<file path="src/rtl/vga_draw_pkg.sv">
// Shared screen geometry, VGA field types and sequencer state encoding
// for the VGA drawing path.
package vga_draw_pkg;
  localparam int SCREEN_W = 160;
  localparam int SCREEN_H = 120;

  typedef logic [7:0] vga_x_t;
  typedef logic [6:0] vga_y_t;
  typedef logic [2:0] vga_col_t;

  typedef enum logic [1:0] {IDLE, CLEAR, DRAW, FIN} seq_state_t;
endpackage

</file>
<file path="src/rtl/reuleaux_frame_sequencer_if.sv">
// User/reuleaux/VGA signal bundle around the frame sequencer.
// master = the sequencer itself, slave = its surroundings.
interface reuleaux_frame_sequencer_if;
  import vga_draw_pkg::*;

  logic     start;
  vga_col_t colour;
  vga_x_t   centre_x;
  vga_y_t   centre_y;
  logic [7:0] diameter;
  logic     done;

  logic     r_start;
  vga_col_t r_colour;
  vga_x_t   r_centre_x;
  vga_y_t   r_centre_y;
  logic [7:0] r_diameter;
  logic     r_done;
  vga_x_t   r_vga_x;
  vga_y_t   r_vga_y;
  vga_col_t r_vga_colour;
  logic     r_vga_plot;

  vga_x_t   vga_x;
  vga_y_t   vga_y;
  vga_col_t vga_colour;
  logic     vga_plot;

  modport master (
    input  start, colour, centre_x, centre_y, diameter,
    input  r_done, r_vga_x, r_vga_y, r_vga_colour, r_vga_plot,
    output done, r_start, r_colour, r_centre_x, r_centre_y, r_diameter,
    output vga_x, vga_y, vga_colour, vga_plot
  );

  modport slave (
    output start, colour, centre_x, centre_y, diameter,
    output r_done, r_vga_x, r_vga_y, r_vga_colour, r_vga_plot,
    input  done, r_start, r_colour, r_centre_x, r_centre_y, r_diameter,
    input  vga_x, vga_y, vga_colour, vga_plot
  );
endinterface

</file>
<file path="src/rtl/reuleaux_frame_sequencer_clear.sv">
// Column-major screen sweep: y runs fastest, x steps when y wraps.
// last flags the bottom-right pixel; the whole counter wraps to (0,0) after it.
module screen_clear_counter
  import vga_draw_pkg::vga_x_t, vga_draw_pkg::vga_y_t;
#(
  parameter int SCREEN_W = 160,
  parameter int SCREEN_H = 120
) (
  input  logic   clk,
  input  logic   rst_n,
  input  logic   en,
  output vga_x_t x,
  output vga_y_t y,
  output logic   last
);
  localparam vga_x_t X_LAST = vga_x_t'(SCREEN_W - 1);
  localparam vga_y_t Y_LAST = vga_y_t'(SCREEN_H - 1);

  vga_x_t x_q, x_d;
  vga_y_t y_q, y_d;
  logic   x_end, y_end;

  assign x_end = (x_q == X_LAST);
  assign y_end = (y_q == Y_LAST);

  always_comb begin
    x_d = x_q;
    y_d = y_q;
    if (en) begin
      if (y_end) begin
        y_d = '0;
        x_d = x_end ? '0 : x_q + 8'd1;
      end else begin
        y_d = y_q + 7'd1;
      end
    end
  end

  always_ff @(posedge clk) begin
    if (!rst_n) begin
      x_q <= '0;
      y_q <= '0;
    end else begin
      x_q <= x_d;
      y_q <= y_d;
    end
  end

  assign x    = x_q;
  assign y    = y_q;
  assign last = x_end && y_end;
endmodule

</file>
<file path="src/rtl/reuleaux_frame_sequencer.sv">
// Frame sequencer: latch shape args, clear the screen, then run one reuleaux
// draw while owning the VGA write port. Define REULEAUX_CLIP_EN to drop
// off-screen reuleaux plots.
module reuleaux_frame_sequencer
  import vga_draw_pkg::vga_x_t, vga_draw_pkg::vga_y_t, vga_draw_pkg::vga_col_t,
         vga_draw_pkg::seq_state_t, vga_draw_pkg::IDLE, vga_draw_pkg::CLEAR,
         vga_draw_pkg::DRAW, vga_draw_pkg::FIN;
#(
  parameter int       SCREEN_W  = 160,
  parameter int       SCREEN_H  = 120,
  parameter vga_col_t BG_COLOUR = 3'b000
) (
  input logic clk,
  input logic rst_n,
  reuleaux_frame_sequencer_if.master bus
);
  seq_state_t state_q;

  logic       done_q, r_start_q;
  vga_col_t   r_colour_q;
  vga_x_t     r_centre_x_q;
  vga_y_t     r_centre_y_q;
  logic [7:0] r_diameter_q;
  vga_x_t     vga_x_q;
  vga_y_t     vga_y_q;
  vga_col_t   vga_colour_q;
  logic       vga_plot_q;

  logic   clr_en, clr_last;
  vga_x_t clr_x;
  vga_y_t clr_y;

  assign clr_en = (state_q == CLEAR);

  screen_clear_counter #(
    .SCREEN_W (SCREEN_W),
    .SCREEN_H (SCREEN_H)
  ) u_clear (
    .clk   (clk),
    .rst_n (rst_n),
    .en    (clr_en),
    .x     (clr_x),
    .y     (clr_y),
    .last  (clr_last)
  );

  logic pass_plot;
`ifdef REULEAUX_CLIP_EN
  localparam vga_x_t X_LAST = vga_x_t'(SCREEN_W - 1);
  localparam vga_y_t Y_LAST = vga_y_t'(SCREEN_H - 1);
  assign pass_plot = bus.r_vga_plot && (bus.r_vga_x <= X_LAST) && (bus.r_vga_y <= Y_LAST);
`else
  assign pass_plot = bus.r_vga_plot;
`endif

  always_ff @(posedge clk) begin
    if (!rst_n) begin
      state_q      <= IDLE;
      done_q       <= 1'b0;
      r_start_q    <= 1'b0;
      r_colour_q   <= '0;
      r_centre_x_q <= '0;
      r_centre_y_q <= '0;
      r_diameter_q <= '0;
      vga_x_q      <= '0;
      vga_y_q      <= '0;
      vga_colour_q <= '0;
      vga_plot_q   <= 1'b0;
    end else begin
      case (state_q)
        IDLE: begin
          vga_plot_q <= 1'b0;
          done_q     <= 1'b0;
          if (bus.start) begin
            r_colour_q   <= bus.colour;
            r_centre_x_q <= bus.centre_x;
            r_centre_y_q <= bus.centre_y;
            r_diameter_q <= bus.diameter;
            state_q      <= CLEAR;
          end
        end
        CLEAR: begin
          vga_x_q      <= clr_x;
          vga_y_q      <= clr_y;
          vga_colour_q <= BG_COLOUR;
          vga_plot_q   <= 1'b1;
          if (clr_last) begin
            r_start_q <= 1'b1;
            state_q   <= DRAW;
          end
        end
        DRAW: begin
          // Plot issued alongside r_done is still forwarded.
          vga_x_q      <= bus.r_vga_x;
          vga_y_q      <= bus.r_vga_y;
          vga_colour_q <= bus.r_vga_colour;
          vga_plot_q   <= pass_plot;
          if (bus.r_done) begin
            r_start_q <= 1'b0;
            done_q    <= 1'b1;
            state_q   <= FIN;
          end
        end
        FIN: begin
          vga_plot_q <= 1'b0;
          if (!bus.start) begin
            done_q  <= 1'b0;
            state_q <= IDLE;
          end
        end
        default: state_q <= IDLE;
      endcase
    end
  end

  assign bus.done       = done_q;
  assign bus.r_start    = r_start_q;
  assign bus.r_colour   = r_colour_q;
  assign bus.r_centre_x = r_centre_x_q;
  assign bus.r_centre_y = r_centre_y_q;
  assign bus.r_diameter = r_diameter_q;
  assign bus.vga_x      = vga_x_q;
  assign bus.vga_y      = vga_y_q;
  assign bus.vga_colour = vga_colour_q;
  assign bus.vga_plot   = vga_plot_q;
endmodule

</file>
<file path="src/flat_wrapper.sv">
// flat-port wrapper written by rule: the top's interface ports become plain ports
module reuleaux_frame_sequencer_flat import vga_draw_pkg::vga_x_t, vga_draw_pkg::vga_y_t, vga_draw_pkg::vga_col_t,
         vga_draw_pkg::seq_state_t, vga_draw_pkg::IDLE, vga_draw_pkg::CLEAR,
         vga_draw_pkg::DRAW, vga_draw_pkg::FIN;
#(
  parameter int       SCREEN_W  = 160,
  parameter int       SCREEN_H  = 120,
  parameter vga_col_t BG_COLOUR = 3'b000
)
  (clk, rst_n, bus_start, bus_colour, bus_centre_x, bus_centre_y, bus_diameter, bus_r_done, bus_r_vga_x, bus_r_vga_y, bus_r_vga_colour, bus_r_vga_plot, bus_done, bus_r_start, bus_r_colour, bus_r_centre_x, bus_r_centre_y, bus_r_diameter, bus_vga_x, bus_vga_y, bus_vga_colour, bus_vga_plot);
  reuleaux_frame_sequencer_if bus_i ();
  input logic clk;
  input logic rst_n;
  input wire logic [$bits(bus_i.start)-1:0] bus_start;
  input wire logic [$bits(bus_i.colour)-1:0] bus_colour;
  input wire logic [$bits(bus_i.centre_x)-1:0] bus_centre_x;
  input wire logic [$bits(bus_i.centre_y)-1:0] bus_centre_y;
  input wire logic [$bits(bus_i.diameter)-1:0] bus_diameter;
  input wire logic [$bits(bus_i.r_done)-1:0] bus_r_done;
  input wire logic [$bits(bus_i.r_vga_x)-1:0] bus_r_vga_x;
  input wire logic [$bits(bus_i.r_vga_y)-1:0] bus_r_vga_y;
  input wire logic [$bits(bus_i.r_vga_colour)-1:0] bus_r_vga_colour;
  input wire logic [$bits(bus_i.r_vga_plot)-1:0] bus_r_vga_plot;
  output wire logic [$bits(bus_i.done)-1:0] bus_done;
  output wire logic [$bits(bus_i.r_start)-1:0] bus_r_start;
  output wire logic [$bits(bus_i.r_colour)-1:0] bus_r_colour;
  output wire logic [$bits(bus_i.r_centre_x)-1:0] bus_r_centre_x;
  output wire logic [$bits(bus_i.r_centre_y)-1:0] bus_r_centre_y;
  output wire logic [$bits(bus_i.r_diameter)-1:0] bus_r_diameter;
  output wire logic [$bits(bus_i.vga_x)-1:0] bus_vga_x;
  output wire logic [$bits(bus_i.vga_y)-1:0] bus_vga_y;
  output wire logic [$bits(bus_i.vga_colour)-1:0] bus_vga_colour;
  output wire logic [$bits(bus_i.vga_plot)-1:0] bus_vga_plot;
  assign bus_i.start = bus_start;
  assign bus_i.colour = bus_colour;
  assign bus_i.centre_x = bus_centre_x;
  assign bus_i.centre_y = bus_centre_y;
  assign bus_i.diameter = bus_diameter;
  assign bus_i.r_done = bus_r_done;
  assign bus_i.r_vga_x = bus_r_vga_x;
  assign bus_i.r_vga_y = bus_r_vga_y;
  assign bus_i.r_vga_colour = bus_r_vga_colour;
  assign bus_i.r_vga_plot = bus_r_vga_plot;
  assign bus_done = bus_i.done;
  assign bus_r_start = bus_i.r_start;
  assign bus_r_colour = bus_i.r_colour;
  assign bus_r_centre_x = bus_i.r_centre_x;
  assign bus_r_centre_y = bus_i.r_centre_y;
  assign bus_r_diameter = bus_i.r_diameter;
  assign bus_vga_x = bus_i.vga_x;
  assign bus_vga_y = bus_i.vga_y;
  assign bus_vga_colour = bus_i.vga_colour;
  assign bus_vga_plot = bus_i.vga_plot;
  reuleaux_frame_sequencer #(.SCREEN_W(SCREEN_W), .SCREEN_H(SCREEN_H), .BG_COLOUR(BG_COLOUR)) u_core (.clk(clk), .rst_n(rst_n), .bus(bus_i));
endmodule
</file>
<file path="config.mk">
export PLATFORM = sky130hd
export DESIGN_NAME = reuleaux_frame_sequencer_flat
export DESIGN_NICKNAME = d
export VERILOG_FILES = /design/src/rtl/vga_draw_pkg.sv /design/src/rtl/reuleaux_frame_sequencer_if.sv /design/src/rtl/reuleaux_frame_sequencer_clear.sv /design/src/rtl/reuleaux_frame_sequencer.sv /design/src/flat_wrapper.sv
export SDC_FILE = /design/constraint.sdc
export NUM_CORES = 1
export LEC_CHECK = 0
export ABC_AREA = 1
export CAP_MARGIN = 20
export CORE_MARGIN = 5
export CORE_UTILIZATION = 48
export DETAILED_ROUTE_END_ITERATION = 8
export PLACE_DENSITY = 0.84
export SLEW_MARGIN = 25
export SYNTH_ARGS = -nofsm -noshare
export SYNTH_HDL_FRONTEND = slang
export SYNTH_SLANG_ARGS = --single-unit
</file>
<file path="constraint.sdc">
create_clock -name clk -period 4.7 [get_ports clk]
set_input_delay 0.94 -clock clk [delete_from_list [all_inputs] [get_ports clk]]
set_output_delay 0.94 -clock clk [all_outputs]
set_load 0.05 [all_outputs]
</file>
==> run metrics, run 1 <==
outcome completed; min Tclk post-route 2.442 ns; Die Wd 85.83 um; Max Slew Vio Count 0; layout overhead on the synthesized area 42.43%; initial antenna violation count 0; wire per inst 12.63 um; Slew @ Worst Pin 0.6596 ns; Core Area 5540 um^2; Diodes inserted 0; final setup violation count 0; first-pass GRT wire length 11640 um; Post-Synth Simple-Gate Area 0.2897; fraction of the mapped netlist area in compound gates 0.1251; Post-CTS Repair Setup Buffers 0; PwrDens 553.9 nW/um^2; drc violations 0; Post-Route Utilization 0.7096; leading cell type in the layout, fill and taps excluded clkdlybuf4s50_1; worst path required time 3.76 ns; chip height 85.83 um; Clock Sinks 64; Buffers & Inverters on Critical Path 1; cts hold-fix bufs 0; CTS tree built; WL final 7034 um; initial core utilization 0.4982; post-synthesis cell count 387; Crit Path Max Fanout 2; Iteration-0 DRC Markers 137; crit path DAT 1.50 ns; vias per inst 4.962; nets 535; worst rel slew slack 0.5603; critical path, cell by cell clkdlybuf4s50_1; CP Launch Type flip-flop; mapped cell area 2760 um^2; Seq/Total Area, Yosys 0.4642; Inserted Clock Buffers 9; die area 7367 um^2; largest family of logic cells by synthesized area simple AND/OR/NAND/NOR gates; xor/xnor share of the synthesized area 0.006346; Reg area 1281 um^2; Post-Synthesis Net Count 442; Post-Layout Cell Count 557; clock tree buffer depth 2; leakage dissipation 1.639 nW; Placed Instances 541; vias in the first global route 2725; largest net degree at the start of global routing 50; area of the multi-input gates 1237 um^2; Final ANT Viol Nets 0; Final TNS setup 0 ns; dpl hpwl 5020 um; drt first pass iters 4; clk_lat worst skew 0.32 ns; Final Hold Viols 0; clk slew on worst S/H paths 0.07 ns; share of layout cells above drive strength 1 0.04948; Clock Tree Root clkbuf_8; hold slack 0.4696 ns; # resized after CTS 0; Peak VDD IR 0.3381 mV; grt ovf 0; fin crit share 0.5197; Setup CP Type flip-flop to output pin; CP endpoint kind output pin; Crit path max-delay family buffers and inverters; port buffer count 95; Final Skew 0.005669 ns; Max Cap Viol 0; total power 2.177 mW; routability cong. 0.8299; mux share of post-synthesis cell area 0; RSZ-0062 raised after global routing false; Synth Warn # 0; # IOs 96; Max Fclk 409.4 MHz; via count of the routed design 2764; Total GRT Usage 0.1978; Syn Area/Cell 7.132 um^2; distinct cell type count after synthesis 26; most frequent cells in the layout 95 x clkdlybuf4s50_1, 83 x nor2_1, 65 x nand2_1, 64 x dfxtp_1, 43 x o21ai_0; min-delay worst type flip-flop to flip-flop; Crit path largest cell delay 0.82 ns; adder-cell share of the synthesized area 0.02720; htree depth 3; FF+latch count, synth 64; crit path max-delay cell type clkdlybuf4s50_1; fillers 473; row count 27
where the power goes:
group | total, mW | switching [mW] | leakage [nW] | internal [mW]
Clock | 0.434 | 0.192 | 0.0941 | 0.243
Sequential | 0.709 | 0.0598 | 0.523 | 0.649
Combinational | 1.03 | 0.719 | 1.02 | 0.315
per-layer routing:
layer	share of wire	GRT usage	up-vias
met4	0.014	0.08633	0
met5	0	0	-
met1	0.39	0.2153	1242
met2	0.48	0.3312	105
met3	0.12	0.08934	11
li1	-	-	1406
area by class of cell:
class,count,area share
sequential,64,0.3259
multi-input combinational,261,0.3148
timing repair buffer,97,0.2457
inverter,47,0.04488
clock buffer,12,0.03437
tap,72,0.02292
clock inverter,4,0.01146
synthesized netlist by cell type:
cell      number  area (um^2)
nand2_2        1        6.260
clkbuf_1       7        26.28
a21oi_1       16        80.08
o21ai_1        1        5.000
buf_1          1        3.750
nor2_4         2        22.52
inv_2          2        7.510
nand2_1       65        244.0
dfxtp_1       64         1281
ha_1           6        75.07
nand4_1        1        6.260
clkbuf_2       1        5.000
buf_2          6        30.03
a211oi_1       1        7.510
inv_1         42        157.7
nor2_1        83        311.6
clkinv_1       3        11.26
nor3_4         1        16.27
nor3_1         3        15.01
nand3_4        1        17.52
o211ai_1       5        37.54
nand3_2        1        10.01
nor3_2         1        10.01
nand3_1       28        140.1
o21ai_0       43        215.2
xor2_1         2        17.52
worst paths after layout:
check	from	to	slack [ns]	cells past startpoint
hold reg to reg	u_core.bus.vga_colour[2]$_SDFFE_PN0P_	u_core.bus.vga_colour[2]$_SDFFE_PN0P_	0.47	2
setup reg to reg	u_core.state_q[0]$_SDFFE_PN0P_	u_core.bus.vga_y[1]$_SDFFE_PN0P_	2.29	7
hold / removal	u_core.bus.vga_colour[2]$_SDFFE_PN0P_	u_core.bus.vga_colour[2]$_SDFFE_PN0P_	0.47	2
setup / recovery	u_core.bus.r_diameter[0]$_SDFFE_PN0P_	bus_r_diameter[0]	2.26	1
sequential cells by signal, indices dropped and copies added, names as in the netlist:
| signal | flops |
|---|---|
| u_core.bus.r_centre_x | 8 |
| u_core.bus.r_diameter | 8 |
| u_core.bus.vga_x | 8 |
| u_core.u_clear.x | 8 |
| u_core.bus.r_centre_y | 7 |
| u_core.bus.vga_y | 7 |
| u_core.u_clear.y | 7 |
| u_core.bus.r_colour | 3 |
| u_core.bus.vga_colour | 3 |
| u_core.state_q | 2 |
| u_core.bus.done | 1 |
| u_core.bus.r_start | 1 |
| u_core.bus.vga_plot | 1 |
logic make-up (layout without fill, tap and decap cells):
| group | Yosys count | in the layout |
|---|---|---|
| adders and majority gates | 6 | 6 |
| and+or+nand+nor | 187 | 187 |
| AOI/OAI and AO/OA | 66 | 66 |
| buffers and inverters | 62 | 160 |
| xor gates and xnor gates | 2 | 2 |
| DFF | 64 | 64 |
through the flow:
stage,setup WS (ns),cell area (um^2)
floorplan,2.994,2760
global placement,1.997,3751
detailed placement,1.959,3751
CTS,2.235,3931
global route,2.029,3931
finish,2.258,3931
Note: power is estimated with default switching activity, not from simulation.
==> run 2: changes to the inputs <==
--- a/config.mk
+++ b/config.mk
@@ -8,9 +8,9 @@
 export ABC_AREA = 1
 export CAP_MARGIN = 20
 export CORE_MARGIN = 5
-export CORE_UTILIZATION = 48
+export CORE_UTILIZATION = 41
 export DETAILED_ROUTE_END_ITERATION = 8
-export PLACE_DENSITY = 0.84
+export PLACE_DENSITY = 0.77
 export SLEW_MARGIN = 25
 export SYNTH_ARGS = -nofsm -noshare
 export SYNTH_HDL_FRONTEND = slang
==> constraint.sdc (replaced) <==
create_clock -name clk -period 2 [get_ports clk]
set_input_delay 0.4 -clock clk [delete_from_list [all_inputs] [get_ports clk]]
set_output_delay 0.4 -clock clk [all_outputs]
set_load 0.05 [all_outputs]
==> run metrics, run 2 (synthesized netlist as in run 1, its figures left out) <==
outcome completed; r2r setup slk 0.15 ns (-2.14 ns); Die Wd 92.05 um (+7.2%); CP endpoint kind output pin; clk_lat worst skew 0.33 ns (about the same); CTS tree built; row count 30 (+11%); Clk pwr share 0.211 (+0.012); Inserted Clock Buffers 9 (unchanged); RSZ-0062 raised after global routing false; leading cell type in the layout, fill and taps excluded clkdlybuf4s50_1; WL final 7207 um (+2.5%); clock tree buffer depth 2 (unchanged); min Tclk post-route 1.899 ns; worst hold stages 2 (unchanged); Crit path largest cell delay 0.81 ns (about the same); Hold Crit Endpoint u_core.bus.vga_colour[0]$_SDFFE_PN0P_; nets 540 (+0.93%); Peak VDD IR 0.7349 mV (+120%); Final Hold Viols 0 (unchanged); Clock Sinks 64 (unchanged); Sequential Power Share 0.314 (-0.012); via count of the routed design 2749 (-0.54%); vias in the first global route 2761 (+1.3%); vias per inst 4.823 (-2.8%); capturing point of the worst reg2reg path u_core.bus.r_diameter[3]$_SDFFE_PN0P_; CP Depth 1 (unchanged); # resized after CTS 0 (unchanged); Final ANT Viol Nets 0 (unchanged); initial antenna violation count 0 (unchanged); NetSw 2.324 mW (+140%); dpl hpwl 5276 um (+5.1%); drt first pass iters 4 (unchanged); worst rel slew slack 0.5540 (-0.006252); htree depth 3 (unchanged); Post-CTS Repair Setup Buffers 0 (unchanged); most frequent cells in the layout 94 x clkdlybuf4s50_1, 83 x nor2_1, 65 x nand2_1, 64 x dfxtp_1, 43 x o21ai_0; critical path, cell by cell clkdlybuf4s50_1; initial core utilization 0.4131 (-0.08508); Final TNS setup 0 ns (unchanged); Buffers & Inverters on Critical Path 1 (unchanged); Final Skew 0.004046 ns (-0.001623 ns); Crit Path Max Fanout 2 (unchanged); combinational group share of total power 0.476 (about the same); fin crit share 0.9496; final setup violation count 0 (unchanged); Reg area 1281 um^2 (unchanged); Total GRT Usage 0.1745 (-0.02325); Iteration-0 DRC Markers 104 (-24%); cts hold-fix bufs 0 (unchanged); leakage dissipation 1.679 nW (+2.4%); worst path required time 1.60 ns (-2.16 ns); die area 8473 um^2 (+15%); total internal power 2.984 mW (+150%); largest net degree at the start of global routing 50 (unchanged); Core Area 6681 um^2 (+21%); Crit path max-delay family buffers and inverters; routability cong. 0.8201 (-1.2%); Post-Route Utilization 0.5998 (-0.1098); crit path DAT 1.50 ns (about the same); Max Slew Vio Count 0 (unchanged); grt ovf 0 (unchanged); Sw Share 0.4379 (-0.007745); share of layout cells above drive strength 1 0.06327 (+0.01378); Hold Crit Start u_core.bus.vga_colour[0]$_SDFFE_PN0P_; Slew @ Worst Pin 0.6649 ns (+0.005266 ns); port buffer count 95 (unchanged); Max Fclk 526.5 MHz; drc violations 0 (unchanged); Diodes inserted 0 (unchanged); # IOs 96 (unchanged); Post-Layout Cell Count 570 (+2.3%); layout overhead on the synthesized area 45.19%; first-pass GRT wire length 11870 um (+2.0%); min-delay worst type flip-flop to flip-flop; clk slew on worst S/H paths 0.07 ns (about the same); Setup CP Type flip-flop to output pin; PwrDens 1325 nW/um^2 (+140%); Placed Instances 554 (+2.4%); area of the multi-input gates 1237 um^2 (unchanged); Clock Tree Root clkbuf_8; FF-to-FF path depth 6 (-1); reg-to-reg critical path startpoint u_core.state_q[0]$_SDFFE_PN0P_; fillers 635 (+34%); CP Launch Type flip-flop; chip height 92.05 um (+7.2%); crit path max-delay cell type clkdlybuf4s50_1; Max Cap Viol 0 (unchanged); hold slack 0.4633 ns (-0.006273 ns); wire per inst 12.64 um (+0.12%)
## run 2: cell types whose count changed in the layout (fill, tap and decap cells not counted), sizes merged
| cell | previous run | this run |
|---|---|---|
| clkbuf | 12 | 13 |
| clkdlybuf4s50 | 95 | 94 |
| clkinv | 6 | 5 |
| buf | 2 | 8 |
## run 2: worst register-to-register path, stage by stage, from the launching register on
cell	delay (ns)
dfxtp_1	0.38
inv_1	0.08
ha_1	0.23
nand2_1	0.11
clkinv_1	0.54
nor2_1	0.33
nor2_1	0.07
## run 2: how the worst max path moves through the flow
stage | startpoint | to | slack, ns
final | u_core.bus.r_centre_x[3]$_SDFFE_PN0P_ | bus_r_centre_x[3] | 0.10
after global routing | u_core.state_q[0]$_SDFFE_PN0P_ | u_core.bus.r_colour[2]$_SDFFE_PN0P_ | 0.01
after CTS | u_core.bus.r_centre_x[0]$_SDFFE_PN0P_ | bus_r_centre_x[0] | 0.08
after detailed placement | bus_start | u_core.bus.r_colour[2]$_SDFFE_PN0P_ | 0.03
after global placement | bus_start | u_core.bus.r_centre_y[6]$_SDFFE_PN0P_ | 0.05
after floorplan | u_core.state_q[0]$_SDFFE_PN0P_ | u_core.bus.vga_y[3]$_SDFFE_PN0P_ | 0.44
## run 2: final cells by class
cell class              count  share of cell area
flip-flops and latches     64              0.3197
inverters                  47             0.04402
well taps                  80             0.02498
multi-input cells         261              0.3088
repair buffers            102              0.2529
clock buffers              13             0.03965
clock inverters             3            0.009991
## run 2: stage by stage
step                total power [mW]  worst slack [ns]  cell area [um^2]
CTS                            5.348           0.07503              4008
floorplan                      3.360            0.4418              2760
global placement               4.184           0.04856              3809
global route                   5.654           0.01235              4008
finish                         5.308            0.1007              4008
detailed placement             4.213           0.02714              3809
## run 2: routing by layer
layer,global-route usage,vias to the layer above,routed length [um]
li1,-,1421,-
met1,0.1881,1222,2945
met5,0,-,0
met3,0.08778,11,790
met4,0.06931,0,120
met2,0.2908,95,3350
## run 2: power by group through the flow
stage / clock [mW] / combinational [mW] / sequential, mW
detailed placement: 0 / 2.52 / 1.69
CTS: 1.15 / 2.53 / 1.67
global route: 1.21 / 2.75 / 1.69
floorplan: 0 / 0.964 / 2.40
global placement: 0 / 2.50 / 1.68
finish: 1.12 / 2.52 / 1.67
